`src/rtl/mem_port_arbiter.sv`:
```
// Single-port memory arbiter between instruction fetch (I) and data (D) requesters.
// Defining MEM_ARB_TIMEOUT_EN adds a BUSY-cycle watchdog that aborts stalled accesses.
module mem_port_arbiter #(
  parameter int ADDR_W         = 32,
  parameter int D_BURST_MAX    = 4,
  parameter int TIMEOUT_CYCLES = 64
) (
  input  logic              clk,
  input  logic              rst_n,
  input  logic              i_req,
  input  logic [ADDR_W-1:0] i_addr,
  output logic [31:0]       i_rdata,
  output logic              i_ready,
  input  logic              d_req,
  input  logic              d_we,
  input  logic [ADDR_W-1:0] d_addr,
  input  logic [31:0]       d_wdata,
  input  logic [3:0]        d_wstrb,
  output logic [31:0]       d_rdata,
  output logic              d_ready,
  output logic              mem_req,
  output logic              mem_we,
  output logic [ADDR_W-1:0] mem_addr,
  output logic [31:0]       mem_wdata,
  output logic [3:0]        mem_wstrb,
  input  logic [31:0]       mem_rdata,
  input  logic              mem_ready,
  output logic              err
);

  typedef enum logic [1:0] {ST_IDLE = 2'd0, ST_BUSY = 2'd1, ST_RESP = 2'd2} state_e;
  typedef enum logic [1:0] {OWN_NONE = 2'd0, OWN_I = 2'd1, OWN_D = 2'd2} owner_e;

  localparam logic [3:0] STREAK_MAX = 4'(D_BURST_MAX);

  state_e            state_q, state_d;
  owner_e            owner_q, owner_d;
  logic [3:0]        streak_q, streak_d;
  logic [ADDR_W-1:0] addr_q, addr_d;
  logic              we_q, we_d;
  logic [31:0]       wdata_q, wdata_d;
  logic [3:0]        wstrb_q, wstrb_d;
  logic [31:0]       i_rdata_q, i_rdata_d;
  logic [31:0]       d_rdata_q, d_rdata_d;
  logic [31:0]       rdata_in;
  logic              grant_i, grant_d;
  logic              timeout_hit;
  logic              abort_q;

  // D wins contention until it has taken STREAK_MAX grants in a row over a waiting fetch.
  assign grant_d = d_req && (!i_req || (streak_q != STREAK_MAX));
  assign grant_i = i_req && !grant_d;

`ifdef MEM_ARB_TIMEOUT_EN
  localparam int             TCW    = $clog2(TIMEOUT_CYCLES + 1);
  localparam logic [TCW-1:0] T_LAST = TCW'(TIMEOUT_CYCLES - 1);

  logic [TCW-1:0] tcnt_q;
  logic           err_q;

  always_ff @(posedge clk or negedge rst_n) begin
    if (!rst_n) begin
      tcnt_q <= '0;
      err_q  <= 1'b0;
    end else begin
      if (state_q == ST_BUSY) tcnt_q <= tcnt_q + 1'b1;
      else                    tcnt_q <= '0;
      if (state_q == ST_BUSY) err_q <= timeout_hit;
    end
  end

  // Abort at the end of the TIMEOUT_CYCLES-th BUSY cycle; a late mem_ready still wins.
  assign timeout_hit = (state_q == ST_BUSY) && !mem_ready && (tcnt_q == T_LAST);
  assign abort_q     = err_q;
`else
  assign timeout_hit = 1'b0;
  assign abort_q     = 1'b0;
`endif

  always_ff @(posedge clk or negedge rst_n) begin
    if (!rst_n) state_q <= ST_IDLE;
    else        state_q <= state_d;
  end

  always_comb begin
    state_d = state_q;
    unique case (state_q)
      ST_IDLE: if (i_req || d_req)             state_d = ST_BUSY;
      ST_BUSY: if (mem_ready || timeout_hit)   state_d = ST_RESP;
      ST_RESP:                                 state_d = ST_IDLE;
      default:                                 state_d = ST_IDLE;
    endcase
  end

  always_comb begin
    mem_req = (state_q == ST_BUSY);
    i_ready = (state_q == ST_RESP) && (owner_q == OWN_I);
    d_ready = (state_q == ST_RESP) && (owner_q == OWN_D);
    err     = (state_q == ST_RESP) && abort_q;
  end

  always_comb begin
    owner_d   = owner_q;
    streak_d  = streak_q;
    addr_d    = addr_q;
    we_d      = we_q;
    wdata_d   = wdata_q;
    wstrb_d   = wstrb_q;
    i_rdata_d = i_rdata_q;
    d_rdata_d = d_rdata_q;
    rdata_in  = mem_ready ? mem_rdata : 32'h0;
    if (state_q == ST_IDLE) begin
      if (grant_d) begin
        owner_d = OWN_D;
        addr_d  = d_addr;
        we_d    = d_we;
        wdata_d = d_wdata;
        wstrb_d = d_we ? d_wstrb : 4'h0;
        if (!i_req)                       streak_d = 4'd0;
        else if (streak_q != STREAK_MAX)  streak_d = streak_q + 4'd1;
      end else if (grant_i) begin
        owner_d  = OWN_I;
        addr_d   = i_addr;
        we_d     = 1'b0;
        wdata_d  = 32'h0;
        wstrb_d  = 4'h0;
        streak_d = 4'd0;
      end
    end else if ((state_q == ST_BUSY) && (mem_ready || timeout_hit)) begin
      if (owner_q == OWN_I)
        i_rdata_d = rdata_in;
      else if ((owner_q == OWN_D) && (!we_q || timeout_hit))
        d_rdata_d = rdata_in;
    end
  end

  always_ff @(posedge clk or negedge rst_n) begin
    if (!rst_n) begin
      owner_q   <= OWN_NONE;
      streak_q  <= 4'd0;
      addr_q    <= '0;
      we_q      <= 1'b0;
      wdata_q   <= 32'h0;
      wstrb_q   <= 4'h0;
      i_rdata_q <= 32'h0;
      d_rdata_q <= 32'h0;
    end else begin
      owner_q   <= owner_d;
      streak_q  <= streak_d;
      addr_q    <= addr_d;
      we_q      <= we_d;
      wdata_q   <= wdata_d;
      wstrb_q   <= wstrb_d;
      i_rdata_q <= i_rdata_d;
      d_rdata_q <= d_rdata_d;
    end
  end

  assign mem_we    = we_q;
  assign mem_addr  = addr_q;
  assign mem_wdata = wdata_q;
  assign mem_wstrb = wstrb_q;
  assign i_rdata   = i_rdata_q;
  assign d_rdata   = d_rdata_q;

endmodule
```
`config.mk`:
```
export PLATFORM = sky130hd
export DESIGN_NAME = mem_port_arbiter
export DESIGN_NICKNAME = d
export VERILOG_FILES = /design/src/rtl/mem_port_arbiter.sv
export SDC_FILE = /design/constraint.sdc
export NUM_CORES = 1
export LEC_CHECK = 0
export ABC_AREA = 1
export CORE_AREA = 2 2 121 123
export CTS_CLUSTER_SIZE = 12
export DETAILED_ROUTE_END_ITERATION = 10
export DIE_AREA = 0 0 123 125
export PLACE_DENSITY = 0.84
export SETUP_SLACK_MARGIN = 0.15
export SLEW_MARGIN = 30
export SYNTH_ARGS = -nofsm -noshare
export SYNTH_HDL_FRONTEND = slang
export SYNTH_SLANG_ARGS = --single-unit
```
`constraint.sdc`:
```
create_clock -name clk -period 3.8 [get_ports clk]
set_input_delay 0.57 -clock clk [delete_from_list [all_inputs] [get_ports clk]]
set_output_delay 0.57 -clock clk [all_outputs]
set_load 0.005 [all_outputs]
```
==> results of run 1 <==
[cell families after synthesis]
kind of cell             count (synthesis)  share of synthesized area
other                                    1                  0.0006057
XOR/XNOR                                 1                   0.001415
AO/OA/AOI/OAI                           40                    0.03415
AND/OR/NAND/NOR                        465                     0.3027
adder cells (fa/ha/maj)                  2                   0.004041
buffers and inverters                  118                    0.08711
flip-flops                             141                     0.5699
[synth_stat cells, drive strengths merged]
cell / count
xnor2: 1
clkbuf: 10
or2: 1
a21oi: 2
buf: 32
inv: 75
nand2: 287
nor2: 106
o21ai: 38
clkinv: 1
nand4: 2
nor3: 2
conb: 1
ha: 2
nand3: 67
dfrtp: 141
[registers in the layout (all words and copies together) (netlist names)]
signal     cells
d_rdata       32
i_rdata       32
mem_addr      32
mem_wdata     32
mem_we         1
mem_wstrb      4
owner_q        2
state_q        2
streak_q       4
[through the flow]
step	power [uW]	area (sq um)	setup WS (ns)	hold WS, ns	utilization
floorplan	3749	6191	2.168	0.2744	-
global placement	5567	8970	0.9587	0.4615	0.6315
detailed placement	5655	8974	0.8678	0.4640	0.6318
CTS	7323	9550	1.297	0.2758	0.6724
global route	7778	9578	1.027	0.06652	0.6743
finish	7263	9578	1.293	0.05691	0.6743
[area by class of cell]
cell class	count	area, sq um	area share
flip-flops and latches	141	3528	0.3684
clock inverters	11	116.4	0.01215
well taps	184	230.2	0.02404
inverters	76	286.5	0.02992
repair buffers	283	2833	0.2958
clock buffers	21	460.4	0.04807
multi-input cells	509	2123	0.2217
[critical path, stage by stage, from the launching register on]
cell and delay (ns):
dfrtp_1 0.39, inv_1 0.09, ha_1 0.21, nand2_1 0.07, inv_2 0.04, nand2_2 0.48, nand2_4 0.27, nor2_4 0.64
nand2_1 0.12, nand2_1 0.09
[final timing paths]
check | from | to | cells after the start
setup / recovery | streak_q[0] | mem_wdata[16] | 9
hold / removal | rst_n | d_rdata[13] | 1
setup reg to reg | streak_q[0] | mem_wdata[16] | 9
hold reg to reg | mem_wdata[9] | mem_wdata[9] | 2
max in group asynchronous | rst_n | mem_addr[21] | 3
min in group clk | mem_wdata[9] | mem_wdata[9] | 2
[metal layers]
| metal | vias up | GRT usage |
|---|---|---|
| met5 | - | 0 |
| met2 | 236 | 0.3757 |
| li1 | 2852 | - |
| met3 | 52 | 0.06478 |
| met1 | 2733 | 0.3161 |
| met4 | 0 | 0.1116 |
[where the power goes]
| part | total [uW] | leakage, uW | internal, uW | switching, uW |
|---|---|---|---|---|
| clock | 1620 | 0.000279 | 996 | 628 |
| combinational | 3010 | 0.00273 | 1680 | 1320 |
| sequential | 2630 | 0.00175 | 2230 | 405 |
| total | 7260 | 0.00476 | 4910 | 2360 |
==> results_dict.tcl, run 1 <==
set metrics [dict create \
    cts_made_buffers 17 \
    layout_common_cells "nand2_1 (284), clkdlybuf4s50_1 (272), dfrtp_1 (141)" \
    num_vias 5873 \
    timing.fmax_ghz 0.3988 \
    row_count 44 \
    hpwlAfterDp_um 12260 \
    stdcell_count 1225 \
    finalSetupViolations 0 \
    critPathKind "reg2reg" \
    route.detailed.drc 0 \
    cp.required_ns 4.15 \
    start_util 0.4359 \
    dpl.cell_count 1192 \
    drt-pass1-iter-count 4 \
    h-tree-depth 4 \
    tns_ns 0 \
    grt_pass1_vias 5701 \
    wl_met2_um 8531 \
    synthesis.area_sq_um 6191 \
    die_h_um 125 \
    worst_pin_slew_ns 0.7459 \
    ir_drop_mv 0.3716 \
    drv_slew 0 \
    post_cts_buffers 0 \
    pin_count 275 \
    syn_inst 768 \
    diodes 0 \
    grt_setup_unrepaired "no" \
    min_path_type "in2async" \
    nets 1168 \
    ant_nets 0 \
    cts_buffer_depth 2 \
    root_buffer "clkbuf_16" \
    antenna_found_initial 0 \
    hold_buffers 0 \
    grt_pass1_wl_um 29100 \
    cts_sinks 141 \
    ctsResizeCount 0 \
    p_leak_uw 0.004762 \
    synthTopCellsByArea "dfrtp_1 (57%), nand2_1 (17%), nor2_1 (6.2%)" \
    period_share 0.6598 \
    grt_overflow 0 \
    clk_pin_slew_worst_paths_ns 0.06 \
    arrival_ns 2.86 \
    vias_per_cell 4.794 \
    synth.top_cell.area_share 0.5699 \
    dieArea_sq_um 15380 \
    syn_to_final_growth_pct 54.71 \
    top_layer "met4" \
    nFillCells 1148 \
    p_per_area_nw_per_um2 758.3 \
    yosys_warnings 0 \
    gp_congestion 0.8419 \
    core_area_sq_um 14200 \
    avgSynthCellArea_sq_um 8.061 \
    finClkSkew_ns 0.008005 \
    ys_ff_latch 141 \
    wire_per_inst_um 14.73 \
    status "finished, final reports clean" \
    m1WireLength_um 7515 \
    hold_violations 0 \
    drt_iter0_drc 379 \
    die_x_um 123 \
    grt.total_usage 0.2421 \
    end_kind "flop" \
    max_cap_violations 0 \
    grt_max_degree 119 \
    synth.largest_area_cell "dfrtp_1" \
    crit_fanout 34 \
    ys_seq_area_frac 0.5699 \
    drt_wl_total_um 18050 \
    crit_path_start_kind "flop" \
    tritoncts "yes" \
    final_common_cell "nand2_1" \
    period_needed_ns 2.507 \
    synth_nets 908 \
    clock_latency_ns 0.42 \
    drive_gt1_frac 0.05283 \
    relSlewSlack 0.5016 \
    wl_met3_um 1240 \
    portBuffers 273 \
    worst-r2r-setup-slack_ns 1.29 \
    netlist-cell-type-count 27 \
]
Note: power is estimated with default switching activity, not from simulation.
==> inputs of run 2 (changes only) <==
--- a/config.mk
+++ b/config.mk
@@ -6,11 +6,11 @@
 export NUM_CORES = 1
 export LEC_CHECK = 0
 export ABC_AREA = 1
-export CORE_AREA = 2 2 121 123
+export CORE_AREA = 2 2 125 127
 export CTS_CLUSTER_SIZE = 12
 export DETAILED_ROUTE_END_ITERATION = 10
-export DIE_AREA = 0 0 123 125
-export PLACE_DENSITY = 0.84
+export DIE_AREA = 0 0 127 129
+export PLACE_DENSITY = 0.79
 export SETUP_SLACK_MARGIN = 0.15
 export SLEW_MARGIN = 30
 export SYNTH_ARGS = -nofsm -noshare
==> constraint.sdc (replaced) <==
create_clock -name clk -period 2.5 [get_ports clk]
set_input_delay 0.375 -clock clk [delete_from_list [all_inputs] [get_ports clk]]
set_output_delay 0.375 -clock clk [all_outputs]
set_load 0.005 [all_outputs]
==> results_dict.tcl, run 2 (same netlist as run 1, synthesis figures left out) <==
set metrics [dict create \
    dp_slack_ns 0.3919 \
    drive_gt1_frac 0.05742 \
    path_cells "or2_1 > nor3_1 > clkdlybuf4s50_1" \
    cpMaxStageDelayCell "clkdlybuf4s50_1" \
    ir_drop_mv 0.4939 \
    cpPeakStageDelay_ns 0.57 \
    root_buffer "clkbuf_16" \
    antenna_found_initial 0 \
    clk_pin_slew_worst_paths_ns 0.06 \
    nFillCells 1274 \
    tns_ns 0 \
    wire_per_inst_um 14.49 \
    portBuffers 273 \
    crit_fanout 3 \
    route.detailed.drc 0 \
    status "finished, final reports clean" \
    drt_iter0_drc 304 \
    diodes 0 \
    vias_per_cell 4.710 \
    critPathKind "reg2out" \
    final_common_cell "nand2_1" \
    relSlewSlack 0.4836 \
    die_h_um 129 \
    timing.rr.start "streak_q[0]" \
    die_x_um 127 \
    timing.fmax_ghz 0.4725 \
    ant_nets 0 \
    grt_setup_unrepaired "no" \
    tritoncts "yes" \
    pin_count 275 \
    core_area_sq_um 14980 \
    start_util 0.4134 \
    holdPathEnd "mem_wstrb[1]" \
    period_needed_ns 2.116 \
    end_kind "output pin" \
    grt_pass1_vias 5758 \
    finalSetupViolations 0 \
    finClkSkew_ns 0.01042 \
    min_path_cells 2 \
    num_vias 5807 \
    grt.total_usage 0.2255 \
    clock_latency_ns 0.41 \
    finalWorstSetupSlack_ns 0.3837 \
    hpwlAfterDp_um 12490 \
    drt_wl_total_um 17860 \
    hold_violations 0 \
    cp.required_ns 2.12 \
    syn_to_final_growth_pct 55.84 \
    dieArea_sq_um 16380 \
    period_share 0.8465 \
    min_from "mem_wstrb[1]" \
    gp_congestion 0.8162 \
    worst-r2r-setup-slack_ns 0.57 \
    crit_path_start_kind "flop" \
    grt_max_degree 66 \
    drv_slew 0 \
    drt-pass1-iter-count 4 \
    cts_made_buffers 17 \
    cts_buffer_depth 2 \
    ctsResizeCount 0 \
    min_path_type "reg2reg" \
    nets 1172 \
    max_cap_violations 0 \
    layout_common_cells "nand2_1 (284), clkdlybuf4s50_1 (272), dfrtp_1 (141)" \
    worst_pin_slew_ns 0.7727 \
    grt_pass1_wl_um 28920 \
    p_per_area_nw_per_um2 1153 \
    p_leak_uw 0.004790 \
    cts_sinks 141 \
    r2r_cells 9 \
    r2r_end "mem_wdata[8]" \
    grt_overflow 0 \
    h-tree-depth 4 \
    row_count 45 \
    arrival_ns 1.74 \
]
==> run 2: changes by cell type in the layout (fill, tap and decap cells not counted), sizes merged <==
cell,change
buf,+3
clkinvlp,+1
dlygate4sd3,+1
inv,-1
==> run 2: final cells by class <==
type                            count  area, sq um  share of cell area
Clock buffer                       21        480.5             0.04980
Clock inverter                     11        115.1             0.01193
Inverter                           76        286.5             0.02970
Multi-Input combinational cell    509         2123              0.2201
Sequential cell                   141         3528              0.3657
Tap cell                          188        235.2             0.02438
Timing Repair Buffer              287         2879              0.2984
==> run 2: routing by layer <==
metal	track usage	vias up	routed length, um
met3	0.06403	37	1161
met4	0.1015	0	547
li1	-	2857	-
met5	0	-	0
met1	0.2726	2686	7274
met2	0.3782	227	8880
==> run 2: report_power, final <==
part / switching [uW] / internal [uW]
combinational: 2010 / 2600
sequential: 620 / 3380
clock: 941 / 1560
total: 3580 / 7550
==> run 2: metrics by stage <==
stage	util	hold WS [ns]	instance area (sq um)	instances	power, uW
finish	0.6442	0.4764	9648	1233	11130
global route	0.6442	0.4906	9648	1233	11890
global placement	0.6038	0.4113	9042	1200	8540
CTS	0.6442	0.4785	9648	1233	11230
detailed placement	0.6038	0.4150	9042	1200	8666
floorplan	-	0.07941	6191	768	5699
==> run 2: critical path: cells and delay by family, from the launching register on <==
| kind | cells | cell delay [ns] |
|---|---|---|
| buffers and inverters | 1 | 0.57 |
| DFF | 1 | 0.39 |
| and+or+nand+nor | 2 | 0.38 |
==> run 2: timing repair <==
action	4_1_cts	5_1_grt
setup buffers	0	0
hold endpoints to repair	62	0
hold buffers	1	0
==> run 2: worst max path at each step <==
stage,start,end,slack (ns)
global route,owner_q[1],i_ready,0.30
CTS,owner_q[1],i_ready,0.35
floorplan,streak_q[0],mem_addr[12],1.05
detailed placement,d_req,mem_wdata[14],0.39
global placement,d_req,mem_wdata[1],0.43
finish,owner_q[1],i_ready,0.38
==> variant 1 (settings of run 2) <==
`ADDR_W`: 32 -> 28.
--- a/src/rtl/mem_port_arbiter.sv
+++ b/src/rtl/mem_port_arbiter.sv
@@ -1,7 +1,7 @@
 // Single-port memory arbiter between instruction fetch (I) and data (D) requesters.
 // Defining MEM_ARB_TIMEOUT_EN adds a BUSY-cycle watchdog that aborts stalled accesses.
 module mem_port_arbiter #(
-  parameter int ADDR_W         = 32,
+  parameter int ADDR_W         = 28,
   parameter int D_BURST_MAX    = 4,
   parameter int TIMEOUT_CYCLES = 64
 ) (
Interface: changed (resized d_addr, i_addr and mem_addr); port bits go from 275 to 263. No check against the original RTL was run, so the function may have changed too.
==> variant 1 against run 2 <==
Setup slack worse by 39 ps. Sequential share of layout area grew 0.44 points. Clock skew decreased by 3.0 ps. Wire length down 5.8%. Sequential cell count down 4. Sequential power fell by 3%. Total power fell by 4.6%. First-iteration DRC count is 27% lower. Clock power decreased by 5%. Cell area down 4.0%. Synthesized area fell by 2.8%.
==> variant 1: results (changes against run 2) <==
first-pass GRT wire length 27.2 mm (-5.9%); # hold bufs at CTS 1 (unchanged); insertion delay to the later sink of the worst-skew pair 420 ps; Async SR Flop Fraction 100% (unchanged); Net Sw Frac 32.6% (+0.51 points); pin count of the biggest net entering global routing 62 (-6.1%); M1 WL 7.34 mm (+0.91%); Critical Path AT 1780 ps (+40 ps); number of synthesis warnings 0 (unchanged); Cells after DPL 1,155 (-3.8%); highest routed layer met4; VDD IR-drop max 0.000482 V (-2.5%); Slew HR 45.8% (-2.6 points); metal2 WL 7.83 mm (-12%); hold path depth 2 (unchanged); grt met2 use 33.4% (-4.4 points); DR vias/cell 4.67 (-0.81%); Layout fillers 1,309 (+2.7%); HP Start mem_wdata[3]$_DFFE_PN0P_; max incr delay on CP 550 ps (-20 ps); DP HPWL 11.8 mm (-5.5%); WL met3 1.41 mm (+21%); FF-to-FF path depth 9 (unchanged); syn_nets 866 (-4.6%); crit path from owner_q[1]$_DFFE_PN0P_; r2r setup slk 640 ps (+70 ps); PortBufs 261 (-4.4%); top cells by count, synth nand2_1, dfrtp_1, nor2_1; DRT iter0 DRCs 222 (-27%); mean post-synth cell area 8.19 um^2 (+1.7%); share of layout cells above drive strength 1 5.60% (-0.14 points); type of the worst min-delay path register to register; GR Layer Usage met3 6.99% (+0.58 points); status finished, final reports clean; synth top area cells dfrtp_1, nand2_1, nor2_1; met1 Usage GRT 27.3% (+0.083 points); leakage 4.57 nW (-4.5%); vias in the first global route 5,364 (-6.8%); total wire length 16.8 mm (-5.8%); hold path endpoint mem_wdata[3]$_DFFE_PN0P_; Root Buffer clkbuf_16; nets@finish 1,119 (-4.5%); Setup Skew 7.45 ps (-2.97 ps); sequential cell area fraction in the yosys report 57.0% (about the same); Total GRT Usage 21.2% (-1.4 points); R2R Path End mem_wdata[0]$_DFFE_PN0P_; via count 5,550 (-4.4%); routability cong. 0.791 (-3.1%); Num CTS Buffers 17 (unchanged); setup repair bufs after CTS 0 (unchanged); htree depth 4 (unchanged); Pre-Repair DR Iteration Count 5 (+1); Unique masters post-synth 26 (-3.7%)
-- variant 1: cells by family after synthesis --
| kind of cell | count (synthesis) | share of synthesized area [%] |
|---|---|---|
| DFF | 137 | 57.0 |
| adders and majority gates | 2 | 0.416 |
| xor gates and xnor gates | 1 | 0.146 |
| AOI/OAI and AO/OA | 40 | 3.39 |
| other | 1 | 0.0623 |
| and+or+nand+nor | 445 | 30.0 |
| buffers and inverters | 108 | 9.03 |
-- variant 1: power by group through the flow --
| stage | logic (W) | registers (W) | clock network, W |
|---|---|---|---|
| 6_report | 0.00436 | 0.00388 | 0.00238 |
| 5_1_grt | 0.00481 | 0.00401 | 0.00254 |
| 3_5_place_dp | 0.00441 | 0.00389 | 0 |
| 3_3_place_gp | 0.00432 | 0.00388 | 0 |
| 4_1_cts | 0.00442 | 0.00388 | 0.00243 |
| 2_1_floorplan | 0.00160 | 0.00394 | 0 |
-- variant 1: critical path: cells and delay by family, from the launching register on --
kind	cells	cell delay (ps)
simple gates	2	420
buf+inv	1	550
flops	1	390
-- variant 1: through the flow --
| step | util [%] | hold WS (ps) | worst slack, ps | instance area, um^2 |
|---|---|---|---|---|
| 2_1_floorplan | - | 79.4 | 1060 | 6010 |
| 3_3_place_gp | 58.0 | 356 | 369 | 8690 |
| 3_5_place_dp | 58.0 | 359 | 347 | 8690 |
| 4_1_cts | 61.8 | 470 | 333 | 9260 |
| 5_1_grt | 61.8 | 487 | 235 | 9260 |
| 6_report | 61.8 | 476 | 344 | 9260 |
-- variant 1: area by class of cell --
class	count	area share (%)
sequential	137	37.0
tap	188	2.54
clock inverter	13	1.30
multi-input combinational	489	22.1
clock buffer	19	4.78
inverter	68	2.80
timing repair buffer	274	29.4
==> variant 2 (flow settings as in run 2) <==
Made on the original files. Take the reset off `addr_q`, `wdata_q`, `i_rdata_q` and `d_rdata_q` and load them in a clocked block of their own.
--- a/src/rtl/mem_port_arbiter.sv
+++ b/src/rtl/mem_port_arbiter.sv
@@ -138,22 +138,21 @@
     if (!rst_n) begin
       owner_q   <= OWN_NONE;
       streak_q  <= 4'd0;
-      addr_q    <= '0;
       we_q      <= 1'b0;
-      wdata_q   <= 32'h0;
       wstrb_q   <= 4'h0;
-      i_rdata_q <= 32'h0;
-      d_rdata_q <= 32'h0;
     end else begin
       owner_q   <= owner_d;
       streak_q  <= streak_d;
-      addr_q    <= addr_d;
       we_q      <= we_d;
-      wdata_q   <= wdata_d;
       wstrb_q   <= wstrb_d;
-      i_rdata_q <= i_rdata_d;
-      d_rdata_q <= d_rdata_d;
     end
+  end
+
+  always_ff @(posedge clk) begin
+    addr_q    <= addr_d;
+    wdata_q   <= wdata_d;
+    i_rdata_q <= i_rdata_d;
+    d_rdata_q <= d_rdata_d;
   end
 
   assign mem_we    = we_q;
Check against the original RTL: not equivalent (a bounded check fails within 4 cycles, from zero or initial values and one cycle with rst_n low).
==> variant 2 against run 2 <==
Synthesized cell count decreased by 40%. Hold slack got worse by 130 ps. Die area unchanged. Synthesized area decreased by 12%. Setup slack got worse by 53 ps. Maximum frequency decreased by 2.5%. Wire length decreased by 22%. Sequential cell count unchanged. Core utilization decreased by 3.7 points. Cell area decreased by 5.7%. Sequential share of layout area increased by 9.2 points. Register-to-register slack improved by 210 ps. Highest routed layer unchanged.
Power is not compared: it rests on default switching activity, and its combinational part moved more than twofold at a synthesized area within 25%.
==> variant 2: results (changes against run 2) <==
Worst-Margin Slew 614 ps (-158 ps); Setup Skew 7.31 ps (-3.12 ps); WL met3 1.58 mm (+36%); syn_nets 599 (-34%); DRT iter0 DRCs 216 (-29%); final cell count without fillers 942 (-24%); type of the worst min-delay path primary input to asynchronous set/reset pin; GR Layer Usage met3 7.90% (+1.5 points); htree depth 4 (unchanged); share of layout cells above drive strength 1 5.84% (+0.094 points); met1 Usage GRT 17.3% (-9.9 points); dominant synthesized flop cell edfxtp_1; Unique masters post-synth 20 (-26%); first-pass GRT wire length 21.0 mm (-28%); mean post-synth cell area 11.9 um^2 (+48%); M1 WL 4.99 mm (-31%); DP Area 0.00849 mm^2 (-6.2%); synth top area cells edfxtp_1, nand2_1, dfrtp_1; Critical Path AT 1790 ps (+50 ps); sequential cell area fraction in the yosys report 76.1% (+19 points); Post-synth EDFFs 128 (+128); Compound-Gate Fraction of Synth Area 0.822% (-2.6 points); metal2 WL 6.88 mm (-22%); routability cong. 0.791 (-3.1%); Post-Synth Adder-Cell Area 0.457% (+0.053 points); vias in the first global route 4,136 (-28%); Total GRT Usage 17.0% (-5.6 points); Cells after DPL 910 (-24%); status finished, final reports clean; pin count of the biggest net entering global routing 66 (unchanged); average wire per standard cell 14.7 um (+1.7%); top cells by count, synth nand2_1, edfxtp_1, inv_1; nets@finish 881 (-25%); Max FO, Critical Path 4 (+1); grt met2 use 29.4% (-8.4 points); post-place setup slack 571 ps (+179 ps); via count 4,188 (-28%); Layout fillers 1,220 (-4.2%); Async SR Flop Fraction 9.22% (-91 points)
-- variant 2: cell count changes in the layout (fill, tap and decap cells not counted), sizes merged, moves of 2 or more --
cell | before | now
clkinvlp | 4 | 2
nor4 | 0 | 3
o21bai | 0 | 3
clkbuf | 21 | 17
o21ai | 38 | 3
nand3 | 67 | 8
a21oi | 2 | 0
inv | 75 | 85
nand2 | 287 | 152
nor2 | 106 | 42
edfxtp | 0 | 128
dfrtp | 141 | 13
buf | 14 | 8
-- variant 2: layout make-up --
class,count,area (um^2),area share (%)
clock buffer,17,425,4.67
clock inverter,15,189,2.08
inverter,81,304,3.34
multi-input combinational,219,935,10.3
sequential,141,4170,45.8
tap,188,235,2.58
timing repair buffer,281,2840,31.2
-- variant 2: report_power, final --
| part | internal (W) | switching, W |
|---|---|---|
| clock | 0.00159 | 0.000997 |
| combinational | 0.00104 | 0.000807 |
| sequential | 0.00319 | 0.000191 |
-- variant 2: final timing paths --
check / cells after the start / slack [ps] / startpoint / to
setup reg to reg: 8 / 780 / streak_q[0]$_DFFE_PN0P_ / mem_addr[16]$_DFFE_PP_
max in group asynchronous: 1 / 1750 / rst_n / mem_wstrb[3]$_DFFE_PN0P_
hold / removal: 1 / 350 / rst_n / mem_wstrb[1]$_DFFE_PN0P_
setup / recovery: 3 / 330 / owner_q[0]$_DFFE_PN0P_ / i_ready
min in group clk: 2 / 480 / mem_wstrb[3]$_DFFE_PN0P_ / mem_wstrb[3]$_DFFE_PN0P_
hold reg to reg: 2 / 480 / mem_wstrb[3]$_DFFE_PN0P_ / mem_wstrb[3]$_DFFE_PN0P_
-- variant 2: critical path: cells and delay by family, from the launching register on --
kind | cells | cell delay, ps
buffers and inverters | 2 | 720
and+or+nand+nor | 1 | 240
DFF | 1 | 430
